==> src/rtl/delay_ctrl_rpt.sv <==
// delay_ctrl_rpt
//   Push-button delay selector with auto-repeat. Two raw active-high keys are
//   synchronised, edge-detected and turned into single steps of a saturating
//   WIDTH-bit delay value. A held key steps again after HOLD_CYCLES and then
//   every REPEAT_CYCLES.
//
// Ports
//   clk       in   system clock, rising edge
//   reset     in   synchronous active-high reset
//   ctrl_key  in   [1] = faster (decrement), [0] = slower (increment)
//   delay     out  current delay value (registered)
//   changed   out  one-cycle pulse in the cycle after delay changed (registered)
//   at_min    out  delay == MIN
//   at_max    out  delay == MAX
module delay_ctrl_rpt #(
    parameter int WIDTH         = 3,
    parameter int MIN           = 1,
    parameter int MAX           = 7,
    parameter int INIT          = 1,
    parameter int HOLD_CYCLES   = 12500000,
    parameter int REPEAT_CYCLES = 5000000
) (
    input  logic             clk,
    input  logic             reset,
    input  logic [1:0]       ctrl_key,
    output logic [WIDTH-1:0] delay,
    output logic             changed,
    output logic             at_min,
    output logic             at_max
);

    localparam int CNT_MAX = (HOLD_CYCLES > REPEAT_CYCLES) ? HOLD_CYCLES : REPEAT_CYCLES;
    localparam int CNT_W   = (CNT_MAX > 1) ? $clog2(CNT_MAX) : 1;

    localparam logic [CNT_W-1:0] HOLD_LAST   = CNT_W'(HOLD_CYCLES - 1);
    localparam logic [CNT_W-1:0] REPEAT_LAST = CNT_W'(REPEAT_CYCLES - 1);
    localparam logic [WIDTH-1:0] MIN_V       = WIDTH'(MIN);
    localparam logic [WIDTH-1:0] MAX_V       = WIDTH'(MAX);
    localparam logic [WIDTH-1:0] INIT_V      = WIDTH'(INIT);

    // dir encoding doubles as the key index: 1 = faster key, 0 = slower key
    localparam logic DIR_FAST = 1'b1;
    localparam logic DIR_SLOW = 1'b0;

    typedef enum logic [1:0] {
        IDLE   = 2'd0,
        HOLD   = 2'd1,
        REPEAT = 2'd2
    } state_t;

    state_t           state_q, state_d;
    logic             dir_q, dir_d;
    logic [CNT_W-1:0] cnt_q, cnt_d;
    logic [WIDTH-1:0] delay_q, delay_d;
    logic             changed_q, changed_d;
    logic [1:0]       s1_q, s2_q, prev_q;
    logic [1:0]       press;
    logic             do_step;
    logic             step_fast;

    // Saturating single step; returns the input unchanged at the limit.
    function automatic logic [WIDTH-1:0] step_value(input logic [WIDTH-1:0] cur,
                                                    input logic             fast);
        if (fast) begin
            step_value = (cur == MIN_V) ? cur : cur - WIDTH'(1);
        end else begin
            step_value = (cur == MAX_V) ? cur : cur + WIDTH'(1);
        end
    endfunction

    assign press = s2_q & ~prev_q;

    // State register, synchroniser and output registers
    always_ff @(posedge clk) begin
        if (reset) begin
            s1_q      <= 2'b00;
            s2_q      <= 2'b00;
            prev_q    <= 2'b00;
            state_q   <= IDLE;
            dir_q     <= DIR_SLOW;
            cnt_q     <= '0;
            delay_q   <= INIT_V;
            changed_q <= 1'b0;
        end else begin
            s1_q      <= ctrl_key;
            s2_q      <= s1_q;
            prev_q    <= s2_q;
            state_q   <= state_d;
            dir_q     <= dir_d;
            cnt_q     <= cnt_d;
            delay_q   <= delay_d;
            changed_q <= changed_d;
        end
    end

    // Next-state logic
    always_comb begin
        state_d   = state_q;
        dir_d     = dir_q;
        cnt_d     = cnt_q;
        do_step   = 1'b0;
        step_fast = dir_q;
        case (state_q)
            IDLE: begin
                // faster wins a simultaneous press
                if (press[1]) begin
                    do_step   = 1'b1;
                    step_fast = DIR_FAST;
                    dir_d     = DIR_FAST;
                    cnt_d     = '0;
                    state_d   = HOLD;
                end else if (press[0]) begin
                    do_step   = 1'b1;
                    step_fast = DIR_SLOW;
                    dir_d     = DIR_SLOW;
                    cnt_d     = '0;
                    state_d   = HOLD;
                end
            end
            HOLD: begin
                if (!s2_q[dir_q]) begin
                    state_d = IDLE;
                end else if (cnt_q == HOLD_LAST) begin
                    do_step = 1'b1;
                    cnt_d   = '0;
                    state_d = REPEAT;
                end else begin
                    cnt_d = cnt_q + CNT_W'(1);
                end
            end
            REPEAT: begin
                if (!s2_q[dir_q]) begin
                    state_d = IDLE;
                end else if (cnt_q == REPEAT_LAST) begin
                    do_step = 1'b1;
                    cnt_d   = '0;
                end else begin
                    cnt_d = cnt_q + CNT_W'(1);
                end
            end
            default: state_d = IDLE;
        endcase

        delay_d   = do_step ? step_value(delay_q, step_fast) : delay_q;
        // a step suppressed at a limit leaves changed low
        changed_d = (delay_d != delay_q);
    end

    // Outputs
    always_comb begin
        delay   = delay_q;
        changed = changed_q;
        at_min  = (delay_q == MIN_V);
        at_max  = (delay_q == MAX_V);
    end

endmodule
==> config.mk <==
export PLATFORM = sky130hd
export DESIGN_NAME = delay_ctrl_rpt
export DESIGN_NICKNAME = d
export VERILOG_FILES = /design/src/rtl/delay_ctrl_rpt.sv
export SDC_FILE = /design/constraint.sdc
export NUM_CORES = 1
export LEC_CHECK = 0
export CORE_MARGIN = 2
export CORE_UTILIZATION = 65
export CTS_CLUSTER_SIZE = 12
export DETAILED_ROUTE_END_ITERATION = 12
export GPL_TIMING_DRIVEN = 1
export PLACE_DENSITY = 0.84
export SYNTH_ARGS = -nofsm -noshare
export SYNTH_HDL_FRONTEND = slang
export SYNTH_SLANG_ARGS = --single-unit
==> constraint.sdc <==
create_clock -name clk -period 5.6 [get_ports clk]
set_clock_uncertainty 0.2 [all_clocks]
set_input_delay 1.12 -clock clk [delete_from_list [all_inputs] [get_ports clk]]
set_output_delay 1.12 -clock clk [all_outputs]
set_load 0.01 [all_outputs]
==> out/results.tsv, run 1 <==
stage	metric	value	unit
routing	route.detailed.drc	0	
routing	routed_wl	4786	um
clock_network	clk_pin_slew	0.11	ns
yosys	synth_edf_count	0	
clock_network	cts_root_buffer	clkbuf_4	
worst_setup_path	path_buf_inv	1	
worst_setup_path	criticalPathCategory	flop to flop	
clock_network	cts.sinks	37	
routing	wl_per_cell	14.86	um
worst_setup_path	critPathArrivalTime	3.10	ns
global_routing	overflow	0	
yosys	async_flop_share	0	%
power	p_switching	175.7	uW
yosys	yosysUniqueCellTypes	58	
yosys	synth_ff_type	dfxtp_1	
global_routing	grt_util_met2	43.82	%
global_routing	grt.met3_usage	5.586	%
worst_setup_path	cp-start-kind	flop	
power	p_int	364.2	uW
sta	fmax	326.0	MHz
die	ios	10	
global_routing	grt_max_degree	22	
placement	port_buffers	9	
sta	setup_tns	0	ns
yosys	syn_nets	279	
die	fp-row-count	21	
final_layout	area_growth	6.502	%
sta	worstMarginPinSlew	1.017	ns
min_path	min_to	s2_q[1]	
min_path	hold_path.startpoint	s1_q[1]	
final_layout	final_area	2377	sq um
global_routing	grt_pass1_vias	1929	
global_routing	grt_pass1_wl	8314	um
final_layout	final_net_count	287	
die	die_w	62.60	um
final_layout	diodes	0	
worst_setup_path	timing.rr.start	state_q[0]	
placement	post_dp_cell_area	2326	sq um
sta	min_period_over_period	54.78	%
worst_setup_path	worst-path-max-fanout	15	
routing	viasPerCell	6.301	
power	ir_worst_vdd	0.0001737	V
yosys	yosys.area.top_type	dfxtp_1	
yosys	netlist_instances	267	
clock_network	ctsLongestPathBuffers	2	
final_layout	drive_above_1_share	8.333	%
placement	dp_hpwl	3381	um
worst_setup_path	path_delay_family	compound AO/OA/AOI/OAI gates	
die	die_y	62.60	um
power	clkPwrFrac	26.2	%
clock_network	cts_setup_buffers	0	
sta	max-slew-margin-rel	32.05	%
worst_setup_path	path_common_cell	nor2_1	
global_routing	use_met1	32.27	%
worst_setup_path	rr_worst_depth	7	
yosys	synth_top_area_share	33.18	%
yosys	syn_area	2232	sq um
routing	num_vias	2029	
sta	hold_violations	0	
power	design_power_total	539.9	uW
min_path	hold_depth	1	
yosys	syn_avg_cell_area	8.360	sq um
die	core_area	3311	sq um
worst_setup_path	max_stage_delay	0.68	ns
clock_network	cts_hold_buffers	0	
global_routing	grt.total_usage	26.22	%
min_path	hold_path.class	flop to flop	
yosys	ys_warn_count	0	
power	p_comb_share	22.0	%
power	seqPwrFrac	51.8	%
placement	gp_congestion	0.8897	
clock_network	cts_tree	done	
worst_setup_path	path_cells	inv_1, ha_1, nor2_1, o32a_1, nand2_1, o31ai_4, nor2_1	
yosys	yosysSeqAreaShare	33.18	%
sta	rsz0062_at_grt	no	
worst_setup_path	slowest_stage	o31ai_4	
clock_network	cts-htree-levels	2	
clock_network	clock_latency	0.36	ns
worst_setup_path	cp_data_required_time	5.63	ns
worst_setup_path	crit_path_end_kind	flop	
yosys	synthTopCellsByArea	dfxtp_1 (33%), nand2_1 (4.7%), ha_1 (4.5%)	
power	p_leak	0.8189	nW
yosys	ys_seq_elements	37	
die	dieArea	3919	sq um
worst_setup_path	r2r-end	cnt_q[15]	
clock_network	cts-resized-gates	0	
global_routing	top_usage_layer	met2	
sta	drv_slew	0	
outcome	status	complete, no violations	
power	powerDensity	227.1	nW/um^2
global_routing	antenna_found_initial	0	
worst_setup_path	regToRegSetupSlack	2.53	ns
run	cap_violations	0	
sta	setup_viol	0	
sta	post-route-min-period	3.068	ns
routing	drtAntennaViolNets	0	
routing	drt_iter0_markers	195	
routing	drt-pass1-iter-count	4	
clock_network	numCtsBuffers	5	
power	power_switching_share	32.54	%
die	start_util	67.42	%
-- how the worst max path moves through the flow --
stage / cells past startpoint / to / slack (ns) / start
6_report: 7 / cnt_q[15] / 2.53 / state_q[0]
5_1_grt: 5 / delay[1] / 2.30 / reset
2_1_floorplan: 7 / delay[2] / 3.30 / state_q[0]
3_5_place_dp: 5 / delay[1] / 2.15 / reset
4_1_cts: 4 / at_max / 2.53 / delay[1]
3_3_place_gp: 5 / delay[1] / 2.18 / reset
-- stage by stage --
stage	utilization (%)	hold WS (ns)	std cells	worst slack [ns]
floorplan	-	0.2138	267	3.296
global placement	70.26	0.2289	314	2.183
detailed placement	70.26	0.2280	314	2.145
CTS	71.81	0.2611	322	2.531
global route	71.81	0.2703	322	2.299
finish	71.81	0.2568	322	2.532
-- cells in the mapped netlist, types with 2 or more instances --
| library cell | count |
|---|---|
| xor2_1 | 9 |
| o2111ai_1 | 4 |
| o21ai_0 | 6 |
| inv_1 | 17 |
| a41oi_1 | 2 |
| o211ai_1 | 12 |
| or3_1 | 4 |
| nand3_1 | 13 |
| a211oi_2 | 2 |
| nor2_1 | 26 |
| dfxtp_1 | 37 |
| or3b_2 | 2 |
| and4_1 | 2 |
| buf_4 | 2 |
| a21oi_1 | 10 |
| xnor2_1 | 2 |
| nor4_2 | 2 |
| nand4_1 | 10 |
| and3_1 | 5 |
| nor2b_1 | 8 |
| clkbuf_1 | 3 |
| mux2i_1 | 2 |
| or4bb_1 | 2 |
| buf_6 | 2 |
| nor4_1 | 6 |
| nor3_1 | 7 |
| nand4b_1 | 4 |
| ha_1 | 8 |
| nand2_1 | 28 |
| or4_1 | 2 |
-- area by class of cell --
| class | count | area, sq um |
|---|---|---|
| well taps | 46 | 57.56 |
| flip-flops and latches | 37 | 740.7 |
| fillers | 285 | 933.4 |
| multi-input cells | 204 | 1370 |
| clock inverters | 2 | 10.01 |
| repair buffers | 9 | 90.09 |
| clock buffers | 6 | 41.29 |
| inverters | 18 | 67.56 |
-- state kept, by name (all words and copies together), names as in the netlist --
signal and cells:
prev_q 2, s2_q 2, state_q 2, delay 3, s1_q 2, changed 1
dir_q 1, cnt_q 24
-- worst register-to-register path, cell delays in order, from the launching register on --
cell     delay (ns)
dfxtp_1        0.44
inv_1          0.09
ha_1           0.29
nor2_1         0.21
o32a_1         0.62
nand2_1        0.27
o31ai_4        0.68
nor2_1         0.13
-- power by group through the flow --
stage	clock (mW)	combinational [mW]	sequential, mW
floorplan	0	0.0839	0.286
global placement	0	0.117	0.285
detailed placement	0	0.118	0.285
CTS	0.140	0.118	0.279
global route	0.151	0.134	0.280
finish	0.141	0.119	0.279
-- cells in the final DEF, fill, tap and decap left out, types with 2 or more instances in the layout --
cell / synthesis / layout
dfxtp_1: 37 / 37
or3_1: 4 / 4
nand4b_1: 4 / 4
o21ai_0: 6 / 6
clkbuf_4: 0 / 5
nor4_1: 6 / 6
nand2_1: 28 / 28
mux2i_1: 2 / 2
a211oi_2: 2 / 2
clkdlybuf4s50_1: 0 / 9
a41oi_1: 2 / 2
nor4_2: 2 / 2
or3b_2: 2 / 2
or4_1: 2 / 2
xor2_1: 9 / 9
nand4_1: 10 / 10
ha_1: 8 / 8
nor2b_1: 8 / 8
nand3_1: 13 / 13
nor2_1: 26 / 26
xnor2_1: 2 / 2
or4bb_1: 2 / 2
a21oi_1: 10 / 10
nor3_1: 7 / 7
inv_1: 17 / 17
o2111ai_1: 4 / 4
o211ai_1: 12 / 12
and4_1: 2 / 2
clkinv_2: 0 / 2
and3_1: 5 / 5
-- logic make-up (layout without fill, tap and decap cells) --
group                      count (synthesis)  count (layout)  share of synthesized area [%]
xor gates and xnor gates                  11              11                          4.316
DFF                                       37              37                          33.18
adders and majority gates                  8               8                          4.484
buffers and inverters                     26              35                          5.436
AOI/OAI and AO/OA                         51              51                          17.43
and+or+nand+nor                          131             131                          33.74
muxes                                      3               3                          1.401
-- per-layer routing --
layer  up-vias  share of wire, %
met4         0               1.9
met2        64                47
met3        11               5.1
met1       946                45
li1       1008                 -
met5         -                 0
Note: power is estimated with default switching activity, not from simulation.
==> run 2, diff against run 1 <==
--- a/config.mk
+++ b/config.mk
@@ -6,11 +6,11 @@
 export NUM_CORES = 1
 export LEC_CHECK = 0
 export CORE_MARGIN = 2
-export CORE_UTILIZATION = 65
+export CORE_UTILIZATION = 60
 export CTS_CLUSTER_SIZE = 12
 export DETAILED_ROUTE_END_ITERATION = 12
 export GPL_TIMING_DRIVEN = 1
-export PLACE_DENSITY = 0.84
+export PLACE_DENSITY = 0.78
 export SYNTH_ARGS = -nofsm -noshare
 export SYNTH_HDL_FRONTEND = slang
 export SYNTH_SLANG_ARGS = --single-unit
==> constraint.sdc (replaced) <==
create_clock -name clk -period 3 [get_ports clk]
set_clock_uncertainty 0.2 [all_clocks]
set_input_delay 0.6 -clock clk [delete_from_list [all_inputs] [get_ports clk]]
set_output_delay 0.6 -clock clk [all_outputs]
set_load 0.01 [all_outputs]
==> out/results.tsv, run 2 (synthesis gave the netlist of run 1 again) <==
stage	metric	value	unit
worst_setup_path	setup.worst_path.end	cnt_q[2]	
worst_setup_path	crit_path_end_kind	flop	
placement	gp_congestion	0.8318	
clock_network	clock_latency	0.30	ns
routing	drt-pass1-iter-count	5	
sta	fmax	393.3	MHz
sta	max-slew-margin-rel	38.83	%
final_layout	final_common_cell	dfxtp_1	
clock_network	numCtsBuffers	5	
worst_setup_path	criticalPathCategory	flop to flop	
global_routing	grt.total_usage	25.20	%
sta	setup_tns	0	ns
sta	drv_slew	0	
worst_setup_path	cp_data_required_time	2.99	ns
global_routing	overflow	0	
clock_network	ctsLongestPathBuffers	2	
die	start_util	61.90	%
clock_network	cts_root_buffer	clkbuf_8	
routing	drt_iter0_markers	156	
routing	viasPerCell	6.203	
worst_setup_path	worst-path-max-fanout	14	
sta	worstMarginPinSlew	0.9158	ns
routing	wl_per_cell	14.88	um
global_routing	antenna_found_initial	0	
run	cap_violations	0	
clock_network	clk_pin_slew	0.07	ns
routing	drtAntennaViolNets	0	
sta	post-route-min-period	2.542	ns
worst_setup_path	rr_worst_depth	6	
outcome	status	complete, no violations	
final_layout	area_growth	11.32	%
clock_network	cts_setup_buffers	0	
worst_setup_path	r2r-end	cnt_q[2]	
sta	min_period_over_period	84.75	%
sta	rsz0062_at_grt	no	
final_layout	top_register	cnt_q	
die	die_y	65.00	um
clock_network	cts_hold_buffers	0	
sta	whs	0.2436	ns
clock_network	cts.sinks	37	
die	dieArea	4224	sq um
sta	setup_viol	0	
worst_setup_path	critPathArrivalTime	2.54	ns
global_routing	grt_max_degree	16	
die	core_area	3606	sq um
power	p_leak	0.8729	nW
routing	num_vias	2047	
worst_setup_path	regToRegSetupSlack	0.46	ns
clock_network	cts_tree	done	
power	ir_worst_vdd	0.0003174	V
routing	route.detailed.drc	0	
placement	port_buffers	9	
global_routing	grt_pass1_vias	1918	
power	powerDensity	478.2	nW/um^2
final_layout	diodes	0	
final_layout	largest_reg_flops	24	
routing	routed_wl	4910	um
worst_setup_path	timing.rr.start	cnt_q[0]	
clock_network	cts-htree-levels	2	
die	die_w	65.00	um
die	ios	10	
worst_setup_path	cp-startpoint	cnt_q[0]	
worst_setup_path	cp-start-kind	flop	
placement	dp_hpwl	3521	um
die	fp-row-count	22	
global_routing	grt_pass1_wl	8411	um
final_layout	final_net_count	293	
placement	post_dp_cell_area	2374	sq um
min_path	hold_path.class	flop to flop	
final_layout	final_area	2485	sq um
sta	hold_violations	0	
final_layout	final_cell_mix	dfxtp_1 (37), nand2_1 (28), nor2_1 (26)	
clock_network	cts-resized-gates	0	
final_layout	drive_above_1_share	10.28	%
## run 2: changes by cell type in the layout (fill, tap and decap cells not counted), sizes merged
cell and delta:
bufinv +1, clkinv -1, buf +6
## run 2: report_power, final
group	leakage, nW	switching, mW	internal (mW)
clock network	0.0554	0.185	0.250
registers	0.300	0.0161	0.506
logic	0.518	0.138	0.0939
## run 2: per-stage QoR
step,total power [mW],utilization [%],std cells,setup WS [ns]
2_1_floorplan,0.6897,-,267,0.6955
3_3_place_gp,0.7589,65.82,322,0.4802
3_5_place_dp,0.7643,65.82,322,0.4602
4_1_cts,1.192,68.91,330,0.4597
5_1_grt,1.240,68.91,330,0.2807
6_report,1.188,68.91,330,0.4575
## run 2: critical path: stages (launching register included)
cell and delay [ns]:
dfxtp_1 0.35, ha_1 0.24, nand3_1 0.26, nor3_4 0.09, a211oi_2 0.76, o21ai_1 0.25
o311ai_1 0.29
## run 2: how the worst min path moves through the flow
| stage | from | endpoint | cells past startpoint |
|---|---|---|---|
| global placement | s1_q[1] | s2_q[1] | 1 |
| CTS | s1_q[1] | s2_q[1] | 1 |
| floorplan | s1_q[0] | s2_q[0] | 1 |
| global route | s1_q[1] | s2_q[1] | 1 |
| finish | s1_q[1] | s2_q[1] | 1 |
| detailed placement | s1_q[1] | s2_q[1] | 1 |
## run 2: layer usage
layer	track usage (%)	wire length (um)	vias up
li1	-	-	1011
met1	30.45	2215	966
met5	0	0	-
met3	5.382	237	10
met4	8.245	93	0
met2	44.20	2364	60
## run 2: area by class of cell
cell class / count / area [sq um]
Multi-Input combinational cell: 204 / 1370
Fill cell: 303 / 1121
Sequential cell: 37 / 740.7
Timing Repair Buffer: 15 / 135.1
Clock buffer: 6 / 72.57
Inverter: 18 / 67.56
Tap cell: 48 / 60.06
Clock inverter: 2 / 38.79
==> run 3, diff against run 2 <==
==> constraint.sdc (replaced) <==
create_clock -name clk -period 2.35 [get_ports clk]
set_clock_uncertainty 0.2 [all_clocks]
set_input_delay 0.47 -clock clk [delete_from_list [all_inputs] [get_ports clk]]
set_output_delay 0.47 -clock clk [all_outputs]
set_load 0.01 [all_outputs]
==> out/results.tsv, run 3 (synthesis gave the netlist of run 1 again) <==
stage	metric	value	unit
clock_network	cts.sinks	37	
clock_network	ctsLongestPathBuffers	2	
final_layout	largest_reg_flops	24	
worst_setup_path	worst-path-max-fanout	6	
routing	drtAntennaViolNets	0	
die	dieArea	4224	sq um
worst_setup_path	crit_path_end_kind	flop	
power	clkPwrFrac	31.0	%
die	ios	10	
outcome	status	complete, no violations	
sta	hold_violations	0	
routing	viasPerCell	6.266	
min_path	hold_depth	1	
worst_setup_path	rr_worst_depth	5	
clock_network	clk_pin_slew	0.07	ns
placement	post_dp_cell_area	2589	sq um
routing	drt-pass1-iter-count	5	
global_routing	grt_pass1_wl	9135	um
final_layout	diodes	0	
run	cap_violations	0	
placement	port_buffers	9	
final_layout	area_growth	24.61	%
die	fp-row-count	22	
clock_network	cts_root_buffer	clkbuf_8	
global_routing	grt_pass1_vias	2028	
power	p_leak	1.036	nW
sta	drv_slew	0	
final_layout	post-route-util	77.13	%
sta	fmax	437.6	MHz
final_layout	final_net_count	321	
clock_network	cts_hold_buffers	0	
power	powerDensity	525.5	nW/um^2
min_path	hold_path.class	flop to flop	
sta	setup_viol	0	
worst_setup_path	worstSetupPathDepth	5	
worst_setup_path	path_cells	or4b_4, nor4_4, a21oi_1, or4_1, nand3_1	
worst_setup_path	slowest_stage	or4b_4	
final_layout	drive_above_1_share	22.98	%
worst_setup_path	criticalPathCategory	flop to flop	
power	p_int	1.027	mW
power	p_switching	434.7	uW
power	ir_worst_vdd	0.0003895	V
sta	worstMarginPinSlew	0.5238	ns
power	power_switching_share	29.74	%
clock_network	cts_tree	done	
worst_setup_path	path_buf_inv	0	
routing	wl_per_cell	15.66	um
final_layout	final_common_cell	dfxtp_1	
routing	routed_wl	5590	um
placement	preCtsSetupSlack	0.05500	ns
placement	gp_congestion	0.8549	
power	p_comb_share	23.5	%
global_routing	antenna_found_initial	0	
global_routing	overflow	0	
die	die_y	65.00	um
worst_setup_path	path_delay_family	simple AND/OR/NAND/NOR gates	
worst_setup_path	cp-start-kind	flop	
routing	num_vias	2237	
final_layout	final_area	2781	sq um
sta	setup_ws	0.06490	ns
die	start_util	61.90	%
sta	max-slew-margin-rel	64.97	%
die	die_w	65.00	um
global_routing	grt.total_usage	27.61	%
routing	route.detailed.drc	0	
clock_network	clock_latency	0.29	ns
worst_setup_path	critPathArrivalTime	2.31	ns
final_layout	top_register	cnt_q	
die	core_area	3606	sq um
global_routing	grt_max_degree	16	
worst_setup_path	max_stage_delay	0.57	ns
final_layout	final_cell_mix	dfxtp_1 (33), buf_4 (32), nand2_1 (27)	
clock_network	cts-htree-levels	2	
sta	post-route-min-period	2.285	ns
placement	dp_hpwl	3987	um
worst_setup_path	cp_data_required_time	2.38	ns
routing	drt_iter0_markers	327	
clock_network	numCtsBuffers	5	
power	seqPwrFrac	45.5	%
sta	min_period_over_period	97.24	%
run 3: cell count changes in the layout (fill, tap and decap cells not counted), sizes merged:
| cell | previous run | this run |
|---|---|---|
| buf | 6 | 34 |
| clkbuf | 6 | 7 |
| clkinv | 2 | 1 |
| bufinv | 1 | 0 |
run 3: what timing repair did:
| action | CTS | global route |
|---|---|---|
| buffers inserted | 0 | 1 |
| gates resized for setup | 0 | 21 |
| setup endpoints to repair | 0 | 30 |
run 3: metal layers:
metal | share of wire (%) | GRT usage [%]
met4 | 1.9 | 10.37
met2 | 51 | 46.39
met1 | 42 | 34.52
met3 | 5.0 | 5.903
met5 | 0 | 0
run 3: area by class of cell:
class	count	area (sq um)
well taps	48	60.06
flip-flops and latches	37	745.7
fillers	262	824.5
clock buffers	7	86.33
multi-input cells	204	1460
repair buffers	43	361.6
inverters	18	67.56
run 3: path summary, 6_finish.rpt:
path / to / start / slack (ns)
max: state_q[0] / cnt_q[22] / 0.06
min: s2_q[1] / s1_q[1] / 0.24
max reg2reg: state_q[0] / cnt_q[22] / 0.06
min reg2reg: s2_q[1] / s1_q[1] / 0.24
run 3: power groups by stage:
| stage | sequential [mW] | combinational, mW | clock [mW] |
|---|---|---|---|
| 5_1_grt | 0.667 | 0.376 | 0.485 |
| 4_1_cts | 0.662 | 0.324 | 0.459 |
| 3_3_place_gp | 0.676 | 0.321 | 0 |
| 6_report | 0.665 | 0.343 | 0.453 |
| 2_1_floorplan | 0.681 | 0.200 | 0 |
| 3_5_place_dp | 0.677 | 0.322 | 0 |
run 3: metrics by stage:
step | power (mW) | setup TNS (ns) | hold slack [ns] | std cells
2_1_floorplan | 0.8805 | 0 | 0.2138 | 267
3_3_place_gp | 0.9968 | 0 | 0.2279 | 349
3_5_place_dp | 0.9989 | 0 | 0.2226 | 349
4_1_cts | 1.446 | 0 | 0.2493 | 356
5_1_grt | 1.528 | -0.2447 | 0.2755 | 357
6_report | 1.462 | 0 | 0.2444 | 357
